$ cat src/rtl/ps2_pkg.sv
// Shared PS/2 definitions: host-transmit state encoding, common keyboard
// commands and the odd-parity helper used when framing a byte.
package ps2_pkg;

  typedef enum logic [2:0] {
    ST_IDLE    = 3'd0,
    ST_INHIBIT = 3'd1,
    ST_START   = 3'd2,
    ST_SHIFT   = 3'd3,
    ST_ACK     = 3'd4,
    ST_RECOVER = 3'd5
  } ps2_state_e;

  localparam logic [7:0] CMD_SET_LED = 8'hED;
  localparam logic [7:0] CMD_ENABLE  = 8'hF4;
  localparam logic [7:0] CMD_RESET   = 8'hFF;

  function automatic logic odd_parity(input logic [7:0] d);
    return ~^d;
  endfunction

endpackage

$ cat src/rtl/ps2_line_filter.sv
// Conditions the asynchronous PS/2 pad inputs: 2-flop synchronizers, a
// run-length glitch filter on the clock line and a one-cycle falling-edge strobe.
module ps2_line_filter #(
  parameter int FILTER_LEN = 8
) (
  input  logic clk,
  input  logic rst,
  input  logic ps2_clk_i,
  input  logic ps2_data_i,
  output logic clk_filt,
  output logic data_sync,
  output logic fall
);

  localparam int CW = $clog2(FILTER_LEN + 1);

  logic          clk_meta_r;
  logic          clk_sync_r;
  logic          data_meta_r;
  logic          data_sync_r;
  logic          filt_r;
  logic          fall_r;
  logic [CW-1:0] cnt_r;

  logic          filt_s;
  logic          fall_s;
  logic [CW-1:0] cnt_s;

  // filter next-state: counts consecutive samples that disagree with the filtered level
  always_comb begin
    filt_s = filt_r;
    fall_s = 1'b0;
    cnt_s  = {CW{1'b0}};
    if (clk_sync_r == filt_r) begin
      cnt_s = {CW{1'b0}};
    end else if (cnt_r == CW'(FILTER_LEN - 1)) begin
      filt_s = clk_sync_r;
      fall_s = ~clk_sync_r;
      cnt_s  = {CW{1'b0}};
    end else begin
      cnt_s = cnt_r + CW'(1);
    end
  end

  // synchronizer and filter registers; idle bus level is high
  always_ff @(posedge clk) begin
    if (rst) begin
      clk_meta_r  <= 1'b1;
      clk_sync_r  <= 1'b1;
      data_meta_r <= 1'b1;
      data_sync_r <= 1'b1;
      filt_r      <= 1'b1;
      fall_r      <= 1'b0;
      cnt_r       <= {CW{1'b0}};
    end else begin
      clk_meta_r  <= ps2_clk_i;
      clk_sync_r  <= clk_meta_r;
      data_meta_r <= ps2_data_i;
      data_sync_r <= data_meta_r;
      filt_r      <= filt_s;
      fall_r      <= fall_s;
      cnt_r       <= cnt_s;
    end
  end

  assign clk_filt  = filt_r;
  assign data_sync = data_sync_r;
  assign fall      = fall_r;

endmodule

$ cat src/rtl/ps2_host_tx.sv
// Host-to-device PS/2 transmitter: inhibits the bus, issues a start bit, then
// shifts one command byte out on device-generated clock edges and checks the ACK.
module ps2_host_tx
  import ps2_pkg::*;
#(
  parameter int INHIBIT_CYCLES    = 12000,
  parameter int START_HOLD_CYCLES = 200,
  parameter int TIMEOUT_CYCLES    = 2000000,
  parameter int FILTER_LEN        = 8
) (
  input  logic       clk,
  input  logic       rst,
  input  logic [7:0] tx_data,
  input  logic       tx_valid,
  output logic       tx_ready,
  input  logic       ps2_clk_i,
  input  logic       ps2_data_i,
  output logic       ps2_clk_oe,
  output logic       ps2_data_oe,
  output logic       busy,
  output logic       done,
  output logic       ack_ok,
  output logic       err_timeout
);

  logic clk_filt_s;
  logic data_sync_s;
  logic fall_s;

  ps2_line_filter #(
    .FILTER_LEN(FILTER_LEN)
  ) u_line_filter (
    .clk       (clk),
    .rst       (rst),
    .ps2_clk_i (ps2_clk_i),
    .ps2_data_i(ps2_data_i),
    .clk_filt  (clk_filt_s),
    .data_sync (data_sync_s),
    .fall      (fall_s)
  );

  ps2_state_e  state_r, state_s;
  logic [31:0] cyc_r, cyc_s;
  logic [31:0] to_r, to_s;
  logic [3:0]  edge_r, edge_s;
  logic [7:0]  byte_r, byte_s;
  logic        par_r, par_s;
  logic        clk_oe_r, clk_oe_s;
  logic        data_oe_r, data_oe_s;
  logic        done_r, done_s;
  logic        ack_r, ack_s;
  logic        err_r, err_s;
  logic        tx_ready_r;
  logic        busy_r;

  // next-state and next-output logic
  always_comb begin
    state_s   = state_r;
    cyc_s     = cyc_r;
    to_s      = to_r;
    edge_s    = edge_r;
    byte_s    = byte_r;
    par_s     = par_r;
    clk_oe_s  = clk_oe_r;
    data_oe_s = data_oe_r;
    done_s    = 1'b0;
    ack_s     = ack_r;
    err_s     = 1'b0;
    case (state_r)
      ST_IDLE: begin
        clk_oe_s  = 1'b0;
        data_oe_s = 1'b0;
        if (tx_valid && tx_ready_r) begin
          byte_s   = tx_data;
          par_s    = odd_parity(tx_data);
          ack_s    = 1'b0;
          cyc_s    = 32'd0;
          clk_oe_s = 1'b1;
          state_s  = ST_INHIBIT;
        end else begin
          state_s = ST_IDLE;
        end
      end
      ST_INHIBIT: begin
        clk_oe_s = 1'b1;
        if (cyc_r == 32'(INHIBIT_CYCLES - 1)) begin
          cyc_s     = 32'd0;
          data_oe_s = 1'b1;
          state_s   = ST_START;
        end else begin
          cyc_s = cyc_r + 32'd1;
        end
      end
      ST_START: begin
        clk_oe_s  = 1'b1;
        data_oe_s = 1'b1;
        if (cyc_r == 32'(START_HOLD_CYCLES - 1)) begin
          clk_oe_s = 1'b0;
          edge_s   = 4'd0;
          to_s     = 32'd0;
          state_s  = ST_SHIFT;
        end else begin
          cyc_s = cyc_r + 32'd1;
        end
      end
      ST_SHIFT, ST_ACK: begin
        // timeout has priority over a coincident falling edge
        if (to_r == 32'(TIMEOUT_CYCLES - 1)) begin
          clk_oe_s  = 1'b0;
          data_oe_s = 1'b0;
          ack_s     = 1'b0;
          err_s     = 1'b1;
          done_s    = 1'b1;
          state_s   = ST_IDLE;
        end else begin
          to_s = to_r + 32'd1;
          if (fall_s && (state_r == ST_ACK)) begin
            ack_s   = ~data_sync_s;
            state_s = ST_RECOVER;
          end else if (fall_s) begin
            edge_s = edge_r + 4'd1;
            case (edge_r)
              4'd0, 4'd1, 4'd2, 4'd3,
              4'd4, 4'd5, 4'd6, 4'd7: data_oe_s = ~byte_r[edge_r[2:0]];
              4'd8:    data_oe_s = ~par_r;
              4'd9: begin
                data_oe_s = 1'b0;
                state_s   = ST_ACK;
              end
              default: data_oe_s = 1'b0;
            endcase
          end else begin
            state_s = state_r;
          end
        end
      end
      ST_RECOVER: begin
        if (clk_filt_s && data_sync_s) begin
          done_s  = 1'b1;
          state_s = ST_IDLE;
        end else begin
          state_s = ST_RECOVER;
        end
      end
      default: begin
        clk_oe_s  = 1'b0;
        data_oe_s = 1'b0;
        state_s   = ST_IDLE;
      end
    endcase
  end

  // state and registered outputs; ready is withheld during the done cycle
  always_ff @(posedge clk) begin
    if (rst) begin
      state_r    <= ST_IDLE;
      cyc_r      <= 32'd0;
      to_r       <= 32'd0;
      edge_r     <= 4'd0;
      byte_r     <= 8'd0;
      par_r      <= 1'b0;
      clk_oe_r   <= 1'b0;
      data_oe_r  <= 1'b0;
      done_r     <= 1'b0;
      ack_r      <= 1'b0;
      err_r      <= 1'b0;
      tx_ready_r <= 1'b1;
      busy_r     <= 1'b0;
    end else begin
      state_r    <= state_s;
      cyc_r      <= cyc_s;
      to_r       <= to_s;
      edge_r     <= edge_s;
      byte_r     <= byte_s;
      par_r      <= par_s;
      clk_oe_r   <= clk_oe_s;
      data_oe_r  <= data_oe_s;
      done_r     <= done_s;
      ack_r      <= ack_s;
      err_r      <= err_s;
      tx_ready_r <= (state_s == ST_IDLE) && !done_s;
      busy_r     <= (state_s != ST_IDLE);
    end
  end

  assign tx_ready    = tx_ready_r;
  assign busy        = busy_r;
  assign ps2_clk_oe  = clk_oe_r;
  assign ps2_data_oe = data_oe_r;
  assign done        = done_r;
  assign ack_ok      = ack_r;
  assign err_timeout = err_r;

endmodule
$ cat config.mk
export PLATFORM = sky130hd
export DESIGN_NAME = ps2_host_tx
export DESIGN_NICKNAME = d
export VERILOG_FILES = /design/src/rtl/ps2_pkg.sv /design/src/rtl/ps2_line_filter.sv /design/src/rtl/ps2_host_tx.sv
export SDC_FILE = /design/constraint.sdc
export NUM_CORES = 1
export LEC_CHECK = 0
export CORE_MARGIN = 4
export CORE_UTILIZATION = 45
export DETAILED_ROUTE_END_ITERATION = 8
export HOLD_SLACK_MARGIN = 0.15
export PLACE_DENSITY = 0.64
export SKIP_CTS_REPAIR_TIMING = 1
export SYNTH_ARGS = -nofsm -noshare
export SYNTH_HDL_FRONTEND = slang
export SYNTH_SLANG_ARGS = --single-unit
$ cat constraint.sdc
create_clock -name clk -period 5.2 [get_ports clk]
set_input_delay 0.78 -clock clk [delete_from_list [all_inputs] [get_ports clk]]
set_output_delay 0.78 -clock clk [all_outputs]
set_load 0.01 [all_outputs]
==> reports/results.tsv, run 1 <==
stage	metric	value	unit
status	status	finished, final reports clean	
place	Placed Instance Area	0.00515	mm2
floorplan	core area	0.0104	mm2
global_route	largest net degree at the start of global routing	34	
setup_path	crit path kind	reg -> reg	
synthesis	count of cell types in the netlist	60	
routing	Avg WL per Cell	14.6	um
synthesis	cell taking the most area after synthesis	dfxtp_1	
routing	met1 wire length	5330	um
global_route	first-pass GRT wire length	18300	um
sta	Final Cycle Share	57.1	%
synthesis	FF+latch count, synth	97	
sta	RSZ-0062 raised after global routing	false	
power	leakage	1.71	nW
synthesis	Avg Cell Area, Syn	8.51	um2
place	DP HPWL	7540	um
sta	crit path time final	2970	ps
routing	met2 wire len	4640	um
setup_path	CP endpoint kind	flip-flop	
sta	FMAX	0.337	GHz
floorplan	FP Rows	37	
run	max-cap violation count	0	
finish	fin area	0.00537	mm2
power	VDD IR-drop max	212	uV
routing	via count	4123	
synthesis	cells after synthesis	571	
sta	Final Hold Fails	0	
hold_path	hold path start	u_line_filter.clk_meta_r$_SDFF_PP1_	
synthesis	Net Count, Synth	590	
sta	final setup vio count	0	
clock_network	CTS tree	built	
place	RD Place Congestion	0.822	
synthesis	synth cell count leaders	dfxtp_1, nor2_1, a21oi_1	
synthesis	total number of yosys warnings	0	
clock_network	Sink Count	97	
sta	Worst-Margin Slew	1110	ps
setup_path	Setup crit start kind	flip-flop	
clock_network	clock-pin slew on the worst setup and hold paths	90	ps
floorplan	io pins	20	
setup_path	Data required, critical path	5490	ps
setup_path	crit-path leading delay family	simple AND/OR/NAND/NOR gates	
hold_path	HP Class	reg -> reg	
synthesis	most common flop cell mapped by yosys	dfxtp_1	
setup_path	Worst Path Arrival	3260	ps
routing	TritonRoute pass-1 iters	5	
place	PortBufs	19	
sta	Pins Over Slew Limit	0	
sta	Setup TNS	0	ps
clock_network	total CTS buffers	9	
global_route	grt total ovfl	0	
floorplan	Die Height	112	um
synthesis	most common cell in the netlist	dfxtp_1	
routing	Post-DRT Antenna Nets	0	
global_route	GRT Util Overall	17.5	%
global_route	vias in the first global route	3877	
routing	vias per inst	5.71	
synthesis	synth top area cells	dfxtp_1, xnor2_1, nor2_1	
synthesis	Post-synth EDFFs	0	
setup_path	Crit path largest cell delay	560	ps
synthesis	Mapped Area	0.00486	mm2
routing	total detailed-routing wirelength	10500	um
setup_path	critical path's slowest cell	or3_1	
finish	Nets	600	
routing	drt drc	0	
setup_path	Critical Path Start	cyc_r[0]$_SDFFE_PP0P_	
global_route	number of antenna violations at the first check in global routing	0	
routing	1st-iter DRT viols	287	
floorplan	die width	112	um
clock_network	CTS H-tree lvls	3	
routing	Top Layer Used	met4	
finish	fillers	967	
synthesis	Synth top area share	40.0	%
sta	hold slack	416	ps
synthesis	asr flop ratio synth	0	%
clock_network	clock buffer depth	2	
floorplan	die area	0.0125	mm2
synthesis	sequential share of the synthesized area	40.0	%
setup_path	CP Max Fanout	20	
sta	Setup Skew	15.1	ps
clock_network	root buf cell	clkbuf_8	
finish	Diodes inserted	0	
floorplan	Initial Utilization	46.6	%
setup_path	crit path cell chain	ha_1, nor4b_2, nand4_4, or3_1, a211o_1, or4_1, a21oi_1	
power	pwr/cell area	261	mW/mm2
clock_network	Clock Latency Late Sink	370	ps
setup_path	reg-to-reg critical path startpoint	cyc_r[0]$_SDFFE_PP0P_	
routing	met3 wire length	399	um
power	Overall Power	1.40	mW
sta	Worst slew margin	25.8	%
finish	ratio of cells with drive above 1 in the final layout	6.48	%
setup_path	WP buf/inv	0	
finish	Area Overhead vs Synth	10.5	%
==> worst paths after layout <==
kind                                              end  slack [ps]  cells past startpoint
setup / recovery                to_r[19]$_SDFFE_PP0P_        2230                      7
hold / removal    u_line_filter.clk_sync_r$_SDFF_PP1_         420                      1
setup reg to reg                to_r[19]$_SDFFE_PP0P_        2230                      7
hold reg to reg   u_line_filter.clk_sync_r$_SDFF_PP1_         420                      1
==> layer usage <==
metal  up-vias  GRT usage (%)
met5         -              0
met2        85           26.3
met3        11           3.26
li1       2085              -
met1      1942           24.8
met4         0           6.89
==> final cells by class <==
type	instances	area, um2	area share (%)
Multi-Input combinational cell	430	2750	51.1
Sequential cell	97	1940	36.2
Timing Repair Buffer	22	213	3.96
Tap cell	136	170	3.17
Clock buffer	10	128	2.38
Clock inverter	6	92.6	1.72
Inverter	21	78.8	1.47
==> power breakdown <==
part / internal, mW / switching, mW / total [mW]
logic: 0.0423 / 0.0514 / 0.0937
clock network: 0.273 / 0.269 / 0.542
registers: 0.755 / 0.0103 / 0.765
==> per-stage QoR <==
stage               instances  setup WS [ps]  util, %
CTS                       722           2230     51.5
detailed placement        706           2290     49.4
floorplan                 571           2650        -
global route              722           2050     51.5
global placement          706           2330     49.4
finish                    722           2230     51.5
==> registers in the layout, summed over array words and instances, names as in the netlist, 3 cells and up <==
register and cells:
u_line_filter.cnt_r 4, byte_r 8, to_r 32, edge_r 4, cyc_r 32, state_r 3
==> placed cells by master, fill, tap and decap left out, types with 17 or more instances in the layout <==
cell type / count
nand4_1: 22
or3_1: 22
o21ai_0: 24
inv_1: 21
nand3_1: 21
xnor2_1: 30
nor2_1: 68
clkdlybuf4s50_1: 19
nand2_1: 32
dfxtp_1: 97
xor2_1: 17
a21oi_1: 43
==> worst reg2reg max path, cell delays in order (launching register included) <==
cell,delay (ps)
dfxtp_1,380
ha_1,190
nor4b_2,310
nand4_4,200
or3_1,560
a211o_1,560
or4_1,550
a21oi_1,140
==> cells by family after synthesis <==
family,share of synthesized area (%)
and+or+nand+nor,28.2
AOI/OAI and AO/OA,15.0
DFF,40.0
xor gates and xnor gates,8.47
buffers and inverters,3.63
muxes,3.22
adders and majority gates,1.55
(Power assumes the default switching activity.)
==> run 2: changes to the inputs <==
--- a/config.mk
+++ b/config.mk
@@ -9,7 +9,7 @@
 export CORE_UTILIZATION = 45
 export DETAILED_ROUTE_END_ITERATION = 8
 export HOLD_SLACK_MARGIN = 0.15
-export PLACE_DENSITY = 0.64
+export PLACE_DENSITY = 0.66
 export SKIP_CTS_REPAIR_TIMING = 1
 export SYNTH_ARGS = -nofsm -noshare
 export SYNTH_HDL_FRONTEND = slang
==> constraint.sdc (replaced) <==
create_clock -name clk -period 2.6 [get_ports clk]
set_input_delay 0.39 -clock clk [delete_from_list [all_inputs] [get_ports clk]]
set_output_delay 0.39 -clock clk [all_outputs]
set_load 0.01 [all_outputs]
==> run 2 against run 1 <==
Compared with the run above:
- global-route usage up 0.90 points
- sequential share of layout area down 1.5 points
- largest power group unchanged
- hold slack better by 1.9 ps
- critical path type unchanged
- sequential power increased by 100%
- total power rose by 91%
- largest cell class unchanged
==> reports/results.tsv, run 2 (same netlist as run 1, synthesis figures left out) <==
stage	metric	value	unit	change
setup_path	Worst Path Arrival	2770	ps	-490 ps
finish	Diodes inserted	0		unchanged
sta	final setup vio count	0		unchanged
setup_path	critical path's slowest cell	or4_1		
floorplan	die area	0.0125	mm2	unchanged
clock_network	Clock Latency Late Sink	380	ps	about the same
setup_path	Data required, critical path	2880	ps	-2610 ps
global_route	first-pass GRT wire length	19200	um	+4.6%
place	DP HPWL	8150	um	+8.2%
place	pre-CTS WS	57.2	ps	-2230 ps
finish	Area Overhead vs Synth	15.5	%	
setup_path	crit path kind	reg -> reg		
run	max-cap violation count	0		unchanged
place	PortBufs	19		unchanged
setup_path	CP Max Fanout	12		-40%
floorplan	core area	0.0104	mm2	unchanged
clock_network	Sink Count	97		unchanged
floorplan	io pins	20		unchanged
hold_path	HP Class	reg -> reg		
clock_network	root buf cell	clkbuf_8		
clock_network	clock-pin slew on the worst setup and hold paths	100	ps	about the same
finish	commonest non-fill, non-tap cell in the layout	dfxtp_1		
finish	fillers	987		+2.1%
sta	FMAX	0.401	GHz	+19%
sta	Setup Skew	14.0	ps	-1.11 ps
sta	Worst slew margin	55.4	%	+30 points
routing	1st-iter DRT viols	204		-29%
power	leakage	1.86	nW	+8.5%
power	VDD IR-drop max	324	uV	+53%
finish	most frequent cells in the layout	dfxtp_1, nor2_1, a21oi_1		
sta	Pins Over Slew Limit	0		unchanged
setup_path	CP endpoint kind	flip-flop		
setup_path	crit path cell chain	or4b_1, or4_1, o21a_2, o211ai_1, xor2_1, nor2_1		
sta	worst setup margin	109	ps	-2120 ps
routing	via count	4250		+3.1%
global_route	number of antenna violations at the first check in global routing	0		unchanged
routing	vias per inst	5.65		-1.0%
routing	Post-DRT Antenna Nets	0		unchanged
floorplan	die width	112	um	unchanged
clock_network	total CTS buffers	9		unchanged
floorplan	Initial Utilization	46.6	%	unchanged
clock_network	clock buffer depth	2		unchanged
floorplan	FP Rows	37		unchanged
finish	ratio of cells with drive above 1 in the final layout	12.2	%	+5.7 points
sta	hold slack	418	ps	+1.86 ps
finish	Regs by FF count	cyc_r x32, to_r x32, byte_r x8		
finish	Nets	630		+5.0%
sta	Final Cycle Share	95.8	%	+39 points
sta	RSZ-0062 raised after global routing	false		
setup_path	WP buf/inv	0		unchanged
setup_path	crit-path leading delay family	simple AND/OR/NAND/NOR gates		
global_route	grt total ovfl	0		unchanged
clock_network	CTS tree	built		
global_route	largest net degree at the start of global routing	32		-5.9%
global_route	GRT Util Overall	18.4	%	+0.90 points
setup_path	Setup crit start kind	flip-flop		
place	RD Place Congestion	0.827		+0.60%
status	status	finished, final reports clean		
power	pwr/cell area	477	mW/mm2	+83%
routing	Avg WL per Cell	14.8	um	+1.5%
sta	Final Hold Fails	0		unchanged
routing	total detailed-routing wirelength	11100	um	+5.7%
sta	Setup TNS	0	ps	unchanged
global_route	vias in the first global route	4073		+5.1%
sta	Worst-Margin Slew	665	ps	-448 ps
clock_network	CTS H-tree lvls	3		unchanged
routing	TritonRoute pass-1 iters	6		+1
routing	drt drc	0		unchanged
setup_path	Crit path largest cell delay	610	ps	+50 ps
sta	crit path time final	2490	ps	-475 ps
floorplan	Die Height	112	um	unchanged
run 2: through the flow:
stage,std cells,util [%],instance area (um2),power [mW]
2_1_floorplan,571,-,4860,1.69
3_3_place_gp,736,51.8,5400,1.77
3_5_place_dp,736,51.8,5400,1.77
4_1_cts,752,53.6,5580,2.71
5_1_grt,752,53.9,5610,2.80
6_report,752,53.9,5610,2.68
run 2: final timing paths:
path	start	endpoint	slack (ps)	cells past startpoint
setup / recovery	to_r[11]$_SDFFE_PP0P_	to_r[22]$_SDFFE_PP0P_	110	6
hold / removal	u_line_filter.data_meta_r$_SDFF_PP1_	u_line_filter.data_sync$_SDFF_PP1_	420	1
setup reg to reg	to_r[11]$_SDFFE_PP0P_	to_r[22]$_SDFFE_PP0P_	110	6
hold reg to reg	u_line_filter.data_meta_r$_SDFF_PP1_	u_line_filter.data_sync$_SDFF_PP1_	420	1
run 2: cell type report:
type                            count  area (um2)  area share [%]
Clock buffer                        9         124            2.21
Tap cell                          136         170            3.03
Inverter                           21        78.8            1.40
Timing Repair Buffer               52         463            8.25
Clock inverter                      7        58.8            1.05
Multi-Input combinational cell    430        2770            49.4
Sequential cell                    97        1940            34.6
run 2: routing by layer:
layer | global-route usage, % | share of wire (%)
met4 | 8.19 | 2.3
met1 | 24.5 | 48
met2 | 29.1 | 46
met3 | 3.42 | 3.2
met5 | 0 | 0
run 2: power by group:
group          total (mW)  internal, mW  switching, mW
Clock               0.939         0.365          0.575
Sequential           1.53          1.51         0.0199
Combinational       0.206        0.0986          0.107
Total                2.68          1.97          0.701
==> run 3: changes to the inputs <==
--- a/config.mk
+++ b/config.mk
@@ -5,6 +5,7 @@
 export SDC_FILE = /design/constraint.sdc
 export NUM_CORES = 1
 export LEC_CHECK = 0
+export CORE_ASPECT_RATIO = 0.75
 export CORE_MARGIN = 4
 export CORE_UTILIZATION = 45
 export DETAILED_ROUTE_END_ITERATION = 8
@@ -14,3 +15,4 @@
 export SYNTH_ARGS = -nofsm -noshare
 export SYNTH_HDL_FRONTEND = slang
 export SYNTH_SLANG_ARGS = --single-unit
+export TNS_END_PERCENT = 100
==> run 3 against run 2 <==
Compared with the run above:
- register-to-register slack improved by 30 ps
- worst setup slack improved by 29 ps
- die area increased by 0.14%
- via count increased by 2.3%
- hold slack got worse by 8.2 ps
==> reports/results.tsv, run 3 (same netlist as run 1, synthesis figures left out) <==
stage	metric	value	unit	change
status	status	finished, final reports clean		
hold_path	hold path start	u_line_filter.data_meta_r$_SDFF_PP1_		
clock_network	clock-pin slew on the worst setup and hold paths	70	ps	-30 ps
setup_path	crit path kind	reg -> reg		
clock_network	Clock Latency Late Sink	350	ps	-30 ps
place	RD Place Congestion	0.849		+2.7%
place	pre-CTS WS	31.9	ps	-25.3 ps
finish	Nets	627		-0.48%
hold_path	Hold Crit Depth	1		unchanged
finish	Regs by FF count	cyc_r x32, to_r x32, byte_r x8		
place	DP HPWL	8500	um	+4.2%
clock_network	total CTS buffers	9		unchanged
finish	ratio of cells with drive above 1 in the final layout	12.2	%	+0.060 points
place	PortBufs	19		unchanged
setup_path	Critical Path Start	cyc_r[0]$_SDFFE_PP0P_		
routing	drt drc	0		unchanged
clock_network	CTS tree	built		
finish	Diodes inserted	0		unchanged
finish	final core utilization	55.1	%	+1.2 points
global_route	GRT Util Overall	19.4	%	+0.97 points
place	placed insts	733		-0.41%
global_route	grt total ovfl	0		unchanged
sta	Setup TNS	0	ps	unchanged
floorplan	Initial Utilization	46.7	%	about the same
power	VDD IR-drop max	455	uV	+41%
clock_network	CTS H-tree lvls	3		unchanged
finish	Area Overhead vs Synth	18.1	%	
clock_network	root buf cell	clkbuf_16		
setup_path	reg-to-reg critical path startpoint	cyc_r[0]$_SDFFE_PP0P_		
sta	crit path time final	2460	ps	-28.8 ps
finish	fin area	0.00574	mm2	+2.2%
sta	Pins Over Slew Limit	0		unchanged
global_route	number of antenna violations at the first check in global routing	0		unchanged
sta	RSZ-0062 raised after global routing	false		
sta	worst setup margin	137	ps	+28.8 ps
setup_path	Worst Path Arrival	2740	ps	-30 ps
setup_path	R2R cell count	8		+2
run	max-cap violation count	0		unchanged
routing	total detailed-routing wirelength	11500	um	+3.7%
hold_path	HP Class	reg -> reg		
setup_path	register-to-register setup slack	140	ps	+30 ps
setup_path	CP Max Fanout	14		+2
floorplan	Die Height	98.0	um	-12%
floorplan	die area	0.0125	mm2	+0.14%
sta	FMAX	0.406	GHz	+1.2%
sta	Worst slew margin	34.5	%	-21 points
place	Placed Instance Area	0.00538	mm2	-0.42%
clock_network	Sink Count	97		unchanged
sta	Final Cycle Share	94.7	%	-1.1 points
hold_path	Worst Hold End	u_line_filter.data_sync$_SDFF_PP1_		
setup_path	FF-to-FF End	to_r[31]$_SDFFE_PP0P_		
routing	1st-iter DRT viols	278		+36%
global_route	vias in the first global route	4242		+4.1%
power	leakage	1.91	nW	+2.7%
setup_path	Setup crit start kind	flip-flop		
finish	Non-Filler Instances	749		-0.40%
clock_network	clock buffer depth	2		unchanged
finish	most frequent cells in the layout	dfxtp_1, nor2_1, a21oi_1		
setup_path	Data required, critical path	2870	ps	about the same
sta	Worst-Margin Slew	976	ps	+311 ps
sta	Final Hold Fails	0		unchanged
floorplan	die width	128	um	+14%
sta	Setup Skew	8.10	ps	-5.92 ps
routing	Post-DRT Antenna Nets	0		unchanged
floorplan	FP Rows	32		-14%
global_route	first-pass GRT wire length	20200	um	+5.2%
routing	via count	4347		+2.3%
routing	vias per inst	5.80		+2.7%
floorplan	core area	0.0104	mm2	about the same
power	pwr/cell area	545	mW/mm2	+14%
power	Overall Power	3.13	mW	+17%
sta	hold slack	410	ps	-8.21 ps
routing	Avg WL per Cell	15.4	um	+4.1%
routing	TritonRoute pass-1 iters	4		-2
sta	final setup vio count	0		unchanged
floorplan	io pins	20		unchanged
finish	commonest non-fill, non-tap cell in the layout	dfxtp_1		
setup_path	CP endpoint kind	flip-flop		
finish	fillers	946		-4.2%
global_route	largest net degree at the start of global routing	34		+6.3%
## run 3: cell types whose count changed in the layout (fill, tap and decap cells not counted), moves of 2 or more
cell and delta:
clkbuf_16 +9, clkbuf_8 -9, inv_6 -4, buf_4 -3, clkinv_4 +2, inv_8 +2
## run 3: cell type report
| cell class | instances | area [um2] | share of cell area [%] |
|---|---|---|---|
| tap | 136 | 170 | 2.97 |
| inverter | 21 | 78.8 | 1.37 |
| clock buffer | 9 | 225 | 3.93 |
| sequential | 97 | 1940 | 33.9 |
| multi-input combinational | 430 | 2790 | 48.7 |
| timing repair buffer | 49 | 440 | 7.68 |
| clock inverter | 7 | 86.3 | 1.50 |
## run 3: how the worst max path moves through the flow
stage                            endpoint  cells after the start
CTS                 to_r[31]$_SDFFE_PP0P_                      8
floorplan           to_r[19]$_SDFFE_PP0P_                      9
global route        to_r[31]$_SDFFE_PP0P_                      8
finish              to_r[31]$_SDFFE_PP0P_                      8
global placement    to_r[22]$_SDFFE_PP0P_                      7
detailed placement  to_r[31]$_SDFFE_PP0P_                      8
## run 3: critical path, stage by stage, from the launching register on
cell     delay (ps)
dfxtp_2         360
ha_2            180
nor4b_4         230
nand4_4         130
or3_4           420
a211o_4         380
buf_4           180
or3_1           340
a21oi_1         160
## run 3: power breakdown
group,switching (mW),total (mW),internal [mW]
logic,0.111,0.211,0.100
registers,0.0193,1.53,1.51
clock network,0.618,1.38,0.766
## run 3: routing by layer
layer  vias to the layer above  routed length, um  global-route usage, %
li1                       2149                  -                      -
met1                      2069               5800                   27.6
met2                       111               4960                   28.6
met3                        18                593                   4.76
met4                         0                184                   6.69
met5                         -                  0                      0
